### config.mk
export PLATFORM = sky130hd
export DESIGN_NAME = game_timer
export DESIGN_NICKNAME = d
export VERILOG_FILES = /design/src/rtl/game_timer.sv
export SDC_FILE = /design/constraint.sdc
export NUM_CORES = 1
export LEC_CHECK = 0
export ABC_CLOCK_PERIOD_IN_PS = 3000
export CAP_MARGIN = 20
export CORE_ASPECT_RATIO = 1.4
export CORE_MARGIN = 4
export CORE_UTILIZATION = 52
export CTS_CLUSTER_SIZE = 40
export DETAILED_ROUTE_END_ITERATION = 16
export GPL_TIMING_DRIVEN = 0
export MAX_ROUTING_LAYER = met4
export PLACE_DENSITY = 0.79
export SYNTH_ARGS = -nofsm -noshare
export SYNTH_HDL_FRONTEND = slang
export SYNTH_SLANG_ARGS = --single-unit
### constraint.sdc
create_clock -name clock_in -period 3 [get_ports clock_in]
set_input_delay 0.6 -clock clock_in [delete_from_list [all_inputs] [get_ports clock_in]]
set_output_delay 0.6 -clock clock_in [all_outputs]
set_load 0.01 [all_outputs]
### src/rtl/game_timer.sv
// Game-period MM:SS countdown driven by a divided-clock tick tap, with BCD digit outputs.
// Optional expiry buzzer is built only when GAME_TIMER_BUZZER_EN is defined.
module game_timer #(
  parameter int START_MIN  = 10,
  parameter int START_SEC  = 0,
  parameter int BUZZ_TICKS = 3
) (
  input  logic       clock_in,
  input  logic       reset_n,
  input  logic       tick_in,
  input  logic       start_pause,
  input  logic       reload,
  output logic [3:0] min_tens,
  output logic [3:0] min_ones,
  output logic [3:0] sec_tens,
  output logic [3:0] sec_ones,
  output logic       running,
  output logic       expired,
  output logic       buzzer
);

  typedef enum logic [1:0] {IDLE, RUNNING, PAUSED, EXPIRED} state_t;

  localparam logic [15:0] START_BCD = {4'(START_MIN / 10), 4'(START_MIN % 10),
                                       4'(START_SEC / 10), 4'(START_SEC % 10)};

  // One-second BCD decrement with borrow chain; saturates at 00:00.
  function automatic logic [15:0] bcd_dec(input logic [15:0] d);
    logic [3:0] mt, mo, st, so;
    {mt, mo, st, so} = d;
    if (d == 16'h0000) return d;
    if (so != 4'd0) so = so - 4'd1;
    else begin
      so = 4'd9;
      if (st != 4'd0) st = st - 4'd1;
      else begin
        st = 4'd5;
        if (mo != 4'd0) mo = mo - 4'd1;
        else begin
          mo = 4'd9;
          mt = mt - 4'd1;
        end
      end
    end
    return {mt, mo, st, so};
  endfunction

  state_t      state;
  logic [15:0] digits;
  logic [15:0] next_dig;
  logic        tick_d;
  logic        tick_rise;
  logic        expire_now;

  assign tick_rise  = tick_in & ~tick_d;
  assign next_dig   = bcd_dec(digits);
  assign expire_now = (state == RUNNING) && !start_pause && tick_rise && (next_dig == 16'h0000);
  assign {min_tens, min_ones, sec_tens, sec_ones} = digits;

  // Priority: reload > start_pause > tick_rise.
  always_ff @(posedge clock_in or negedge reset_n) begin
    if (!reset_n) begin
      tick_d  <= 1'b0;
      state   <= IDLE;
      digits  <= START_BCD;
      running <= 1'b0;
      expired <= 1'b0;
    end else begin
      tick_d  <= tick_in;
      expired <= 1'b0;
      if (reload) begin
        digits  <= START_BCD;
        state   <= IDLE;
        running <= 1'b0;
      end else begin
        case (state)
          IDLE: begin
            if (start_pause && digits != 16'h0000) begin
              state   <= RUNNING;
              running <= 1'b1;
            end
          end
          RUNNING: begin
            if (start_pause) begin
              state   <= PAUSED;
              running <= 1'b0;
            end else if (tick_rise) begin
              digits <= next_dig;
              if (expire_now) begin
                state   <= EXPIRED;
                running <= 1'b0;
                expired <= 1'b1;
              end
            end
          end
          PAUSED: begin
            if (start_pause) begin
              state   <= RUNNING;
              running <= 1'b1;
            end
          end
          default: ;
        endcase
      end
    end
  end

`ifdef GAME_TIMER_BUZZER_EN
  logic [3:0] buzz_cnt;

  // Buzzer counts tick rises after expiry and drops on the BUZZ_TICKS-th one.
  always_ff @(posedge clock_in or negedge reset_n) begin
    if (!reset_n) begin
      buzzer   <= 1'b0;
      buzz_cnt <= 4'd0;
    end else if (reload) begin
      buzzer   <= 1'b0;
      buzz_cnt <= 4'd0;
    end else if (expire_now) begin
      buzzer   <= 1'b1;
      buzz_cnt <= 4'd0;
    end else if (buzzer && tick_rise) begin
      if (buzz_cnt == 4'(BUZZ_TICKS - 1)) buzzer <= 1'b0;
      buzz_cnt <= buzz_cnt + 4'd1;
    end
  end
`else
  assign buzzer = 1'b0;
`endif

endmodule

; Yosys cells after proc, flatten, opt, wreduce, memory -nomap -nowiden
; Cells that the tools add are included.
[word_totals]
reg_bits = 21
latch_bits = 0
mem_bits_rw = 0
mem_bits_ro = 0
in_bits = 5
output_inout_bits = 19
elab_cells = 70
n_memories = 0
[op_classes]
addsub = 4
n_mul = 0
div_mod_pow = 0
n_lt_le_gt_ge = 0
n_eq_ne = 7
shift = 0
n_mux = 35
bitwise = 2
n_reduce_logical = 17
[op_table]
columns = cell, count
row1 = $mux W16, 6
row2 = $mux W4, 9
row3 = $logic_not A16 Y1, 2
row4 = $reduce_bool A16 Y1, 1
row5 = $reduce_bool A4 Y1, 4
row6 = $sub A4 B1 Y4 const B, 4
row7 = $mux W1, 12
row8 = $mux W2, 6
row9 = $ne A4 B4 Y1 const B, 2
row10 = $ne A3 B3 Y1 const B, 2
row11 = $pmux W2 S3, 1
row12 = $reduce_and A5 Y1, 1
row13 = $logic_and A1 B1 Y1, 4
row14 = $reduce_bool A2 Y1, 2
row15 = $pmux W1 S3, 1
row16 = $reduce_and A3 Y1, 1
row17 = $eq A2 B1 Y1 const B, 1
row18 = $eq A2 B2 Y1 const B, 1
row19 = $logic_not A2 Y1, 1
row20 = $ne A2 B1 Y1 const B, 1
row21 = $and A1 B1 Y1, 1
row22 = $logic_not A1 Y1, 1
row23 = $not A1 Y1, 1

; Longest topological paths before layout
[logic_depth]
depth_word = 12
depth_mapped = 7
depth_no_buf = 7

; Worst setup path before layout
; Ideal clock, no wire load.
[synth_timing]
kind = reg2reg
from = register digits[0]
to = register running
setup_time_ns = 0.124
t_arrival_ns = 2.077
required_time_ns = 2.876
setup_slack_ns = 0.799
path_stages_with_launch = 8
n_path_buf = 2
synth_period_minus_slack_ns = 2.201
path_cell_list = dfrtp_1 buf_6 or4_4 buf_6 nor4b_2 mux2i_1 nand3b_1 o31a_1
[synth_via]
elab_chain_len = 7
elab_cells_between_ends = 17
classes_between = 1 x add/sub / 2 x eq/ne / 7 x mux / 7 x reduce/logical
[synth_lines]
columns = item, line_no
row1 = "start, declared", 49  ; logic [15:0] digits;
row2 = "start signal, assigned", 88  ; digits <= next_dig;
row3 = $sub A4 B1 Y4 (tied with other cells), 32  ; if (so != 4'd0) so = so - 4'd1;
row4 = $mux W4 / $mux W1 (equally long branches), "32, 31"
row5 = $mux W16, 32
row6 = $logic_not A16 Y1, 57  ; assign expire_now = (state == RUNNING) && !start_pause && tick_rise && (next_dig == 16'h0000);
row7 = $logic_and A1 B1 Y1, 57
row8 = $ne A4 B4 Y1 (no source line), n/a
row9 = $reduce_and A5 Y1 (no source line) (*), n/a
row10 = "end signal, assigned", 66  ; running <= 1'b0;
row11 = "end signal, assigned", 74  ; running <= 1'b0;
row12 = "end signal, assigned", 80  ; running <= 1'b1;
row13 = "end, declared", 17  ; output logic running,
; Mark *: on every way between the ends. The rest lies on a longest branch, timed or not. The select of a mux whose other input is x is not followed.
; A chain may end at the register's enable or synchronous reset.

; Worst setup path after layout
[layout_timing]
from = input start_pause
to = register digits[7]
[layout_via]
elab_chain_len = 2
[layout_lines]
columns = item, line_no
row1 = "start, declared", 11  ; input logic start_pause,
row2 = $ne A2 B1 Y1 (no source line), n/a
row3 = $reduce_and A3 Y1 (no source line), n/a
; Every way passes these cells.

==> results.toml <==
[run_status]
status = "completed"

[drt]
drtAntennaViolNets = 0
first_pass_iters = 4
wl_um = 3018
drt-vias-per-instance = 5.707
drt-initial-drc-count = 32
drc = 0
wire_per_inst_um = 14.72
num_vias = 1170

[worst_setup_path]
critPathMaxFanout = 6
reg2reg_from = "digits[4]"
arrival_ns = 2.84
critPathLaunchType = "input port"
ff2ff_path_depth = 6
rrSetupSlack_ns = 0.60
crit_type = "input port to register"
cp-end-kind = "register"
required_ns = 3.22
r2r_end = "running"

[clock_tree]
cts.sinks = 21
cts_buffers = 3
clk_path_buf_depth = 2
cts_resized = 0
h-tree-depth = 1
cts_tree = "yes"
ctsHoldBuffers = 0
cts-root-buf = "clkbuf_4"
post_cts_buffers = 0
clock_latency_ns = 0.32
clkTransAtPathRegs_ns = 0.12

[hold_path]
hp-start = "digits[13]"
holdPathEnd = "digits[13]"
holdPathStages = 2
min_path_type = "register to register"

[global_routing]
overflow = 0
grt_max_degree = 22
grt_pass1_vias = 1207
grt_pass1_wl_um = 5216
antenna_found_initial = 0
track_usage_pct = 20.55

[synth]
synth_area_leader_cell = "dfrtp_1"
ys_top_cells_by_area = "dfrtp_1 38%, nor2_1 7.1%, mux2i_1 3.8%"
synth-seq-area-share_pct = 39.64
synth_flop_cell = "dfrtp_1"
ys_seq_elements = 21
synth_common_cells = "25 x nor2_1, 20 x dfrtp_1, 9 x a21oi_1, 9 x nand2_1"
async_reset_ff_share_pct = 100.0
synth_nets = 153
netlist_area_mm2 = 0.001329
yosysTopAreaCellShare_pct = 37.66
synth_cell_types = 43
yosysMostFrequentCell = "nor2_1"
synthCells = 146
yosys_warnings = 0
synth-edff-count = 0
syn_avg_cell_area_um2 = 9.101

[cells_and_area]
syn_to_final_growth_pct = 21.00
final_util_pct = 66.51
num_antenna_cells = 0
drive_gt1_share_pct = 8.772
nets = 179

[sta]
grt_setup_unrepaired = "no"
setup_tns_ns = 0
slew-limit-headroom_pct = 36.12
hold_viol = 0
finClkSkew_ns = 0.01328
slew_violations = 0
max_freq_mhz = 382.3
finalSetupViolCount = 0
min_period_over_period_pct = 87.19
period_needed_ns = 2.616
worst_slew_pin_slew_ns = 0.9551

[power]
sequentialPowerShare_pct = 56.3
p_total_uw = 530.8
switching_power_uw = 145.9
p_int_uw = 384.9
switching_share_pct = 27.49
power_density_mw_per_mm2 = 330.1
power.share.combinational_pct = 17.2
leakage_nw = 0.6729
clock_power_share_pct = 26.5
ir_drop_mv = 0.2436

[die]
start_util_pct = 54.97
die-width_um = 50.72
die-height_um = 67.81
io_pins = 24
rows = 21
die_area_mm2 = 0.003439
design.core.area_mm2 = 0.002417

[placement]
port_buffers = 21
hpwl_um = 2303
gp_congestion = 0.8419

[flow_run]
cap_violations = 0
[final cells by class]
cell class,instances,area (um2)
Buffer,8,56.30
Fill cell,223,809.5
Tap cell,34,42.54
Clock buffer,4,26.28
Sequential cell,21,526.8
Multi-Input combinational cell,112,726.9
Timing Repair Buffer,21,210.2
Inverter,5,18.77
[power by group through the flow]
| stage | sequential, mW | combinational (mW) | clock, mW |
|---|---|---|---|
| floorplan | 0.305 | 0.0582 | 0 |
| global placement | 0.304 | 0.0894 | 0 |
| detailed placement | 0.305 | 0.0915 | 0 |
| CTS | 0.299 | 0.0921 | 0.143 |
| global route | 0.301 | 0.101 | 0.161 |
| finish | 0.299 | 0.0911 | 0.141 |
[state kept, by name (all words and copies together), names as in the netlist]
signal and flops:
expired 1, digits 16, state 2, running 1, tick_d 1
[stage by stage]
stage	cell area [um2]	hold slack (ns)	instances	setup slack (ns)
2_1_floorplan	1329	0.3044	146	0.7986
3_3_place_gp	1582	0.5723	201	0.1136
3_5_place_dp	1582	0.6042	201	0.05753
4_1_cts	1608	0.6237	205	0.3817
5_1_grt	1608	0.6403	205	0.2282
6_report	1608	0.6226	205	0.3844
[cell usage in the layout, fill, tap and decap left out, types with 2 or more instances in the layout]
cell type / count
nor2_1: 25
buf_6: 3
clkbuf_1: 5
a21oi_1: 9
ha_1: 2
nand2_1: 9
o21ai_0: 3
a211oi_1: 4
o31ai_1: 2
clkdlybuf4s50_1: 21
nor2b_1: 3
or3_1: 3
mux2i_1: 5
xnor2_1: 2
nand4_1: 2
or4_1: 4
clkbuf_4: 3
dfrtp_1: 20
or4_4: 2
inv_1: 5
nand3b_1: 2
nor3_1: 4
nor4_2: 2
o2111a_1: 2
nand4b_1: 2
o21bai_1: 3
nor4_1: 3
xor2_1: 2
nor3b_1: 2
nand2b_1: 2
[cells by family after synthesis]
family | share of synthesized area, %
buffers and inverters | 5.650
AOI/OAI and AO/OA | 15.73
other | 0.2822
DFF | 39.64
and+or+nand+nor | 30.41
muxes | 3.767
xor gates and xnor gates | 2.637
adders and majority gates | 1.883
[critical path, stage by stage]
cell,delay (ns)
clkdlybuf4s50_1,0.49
nor3b_1,0.46
nand4_1,0.31
o21bai_1,0.34
or4_1,0.46
and3b_1,0.18
[how the worst max path moves through the flow]
stage / startpoint / to / slack (ns)
floorplan: digits[0] / running / 0.80
global placement: start_pause / digits[7] / 0.11
detailed placement: start_pause / digits[7] / 0.06
CTS: start_pause / digits[7] / 0.38
global route: start_pause / digits[7] / 0.23
finish: start_pause / digits[7] / 0.38
[layer usage]
metal,wire length [um],GRT usage [%],part of all wire [%]
met2,1662,36.60,55
met4,49,10.10,1.6
met5,0,-,0
met1,1234,22.22,41
met3,72,3.268,2.4
Note: power is estimated with default switching activity, not from simulation.
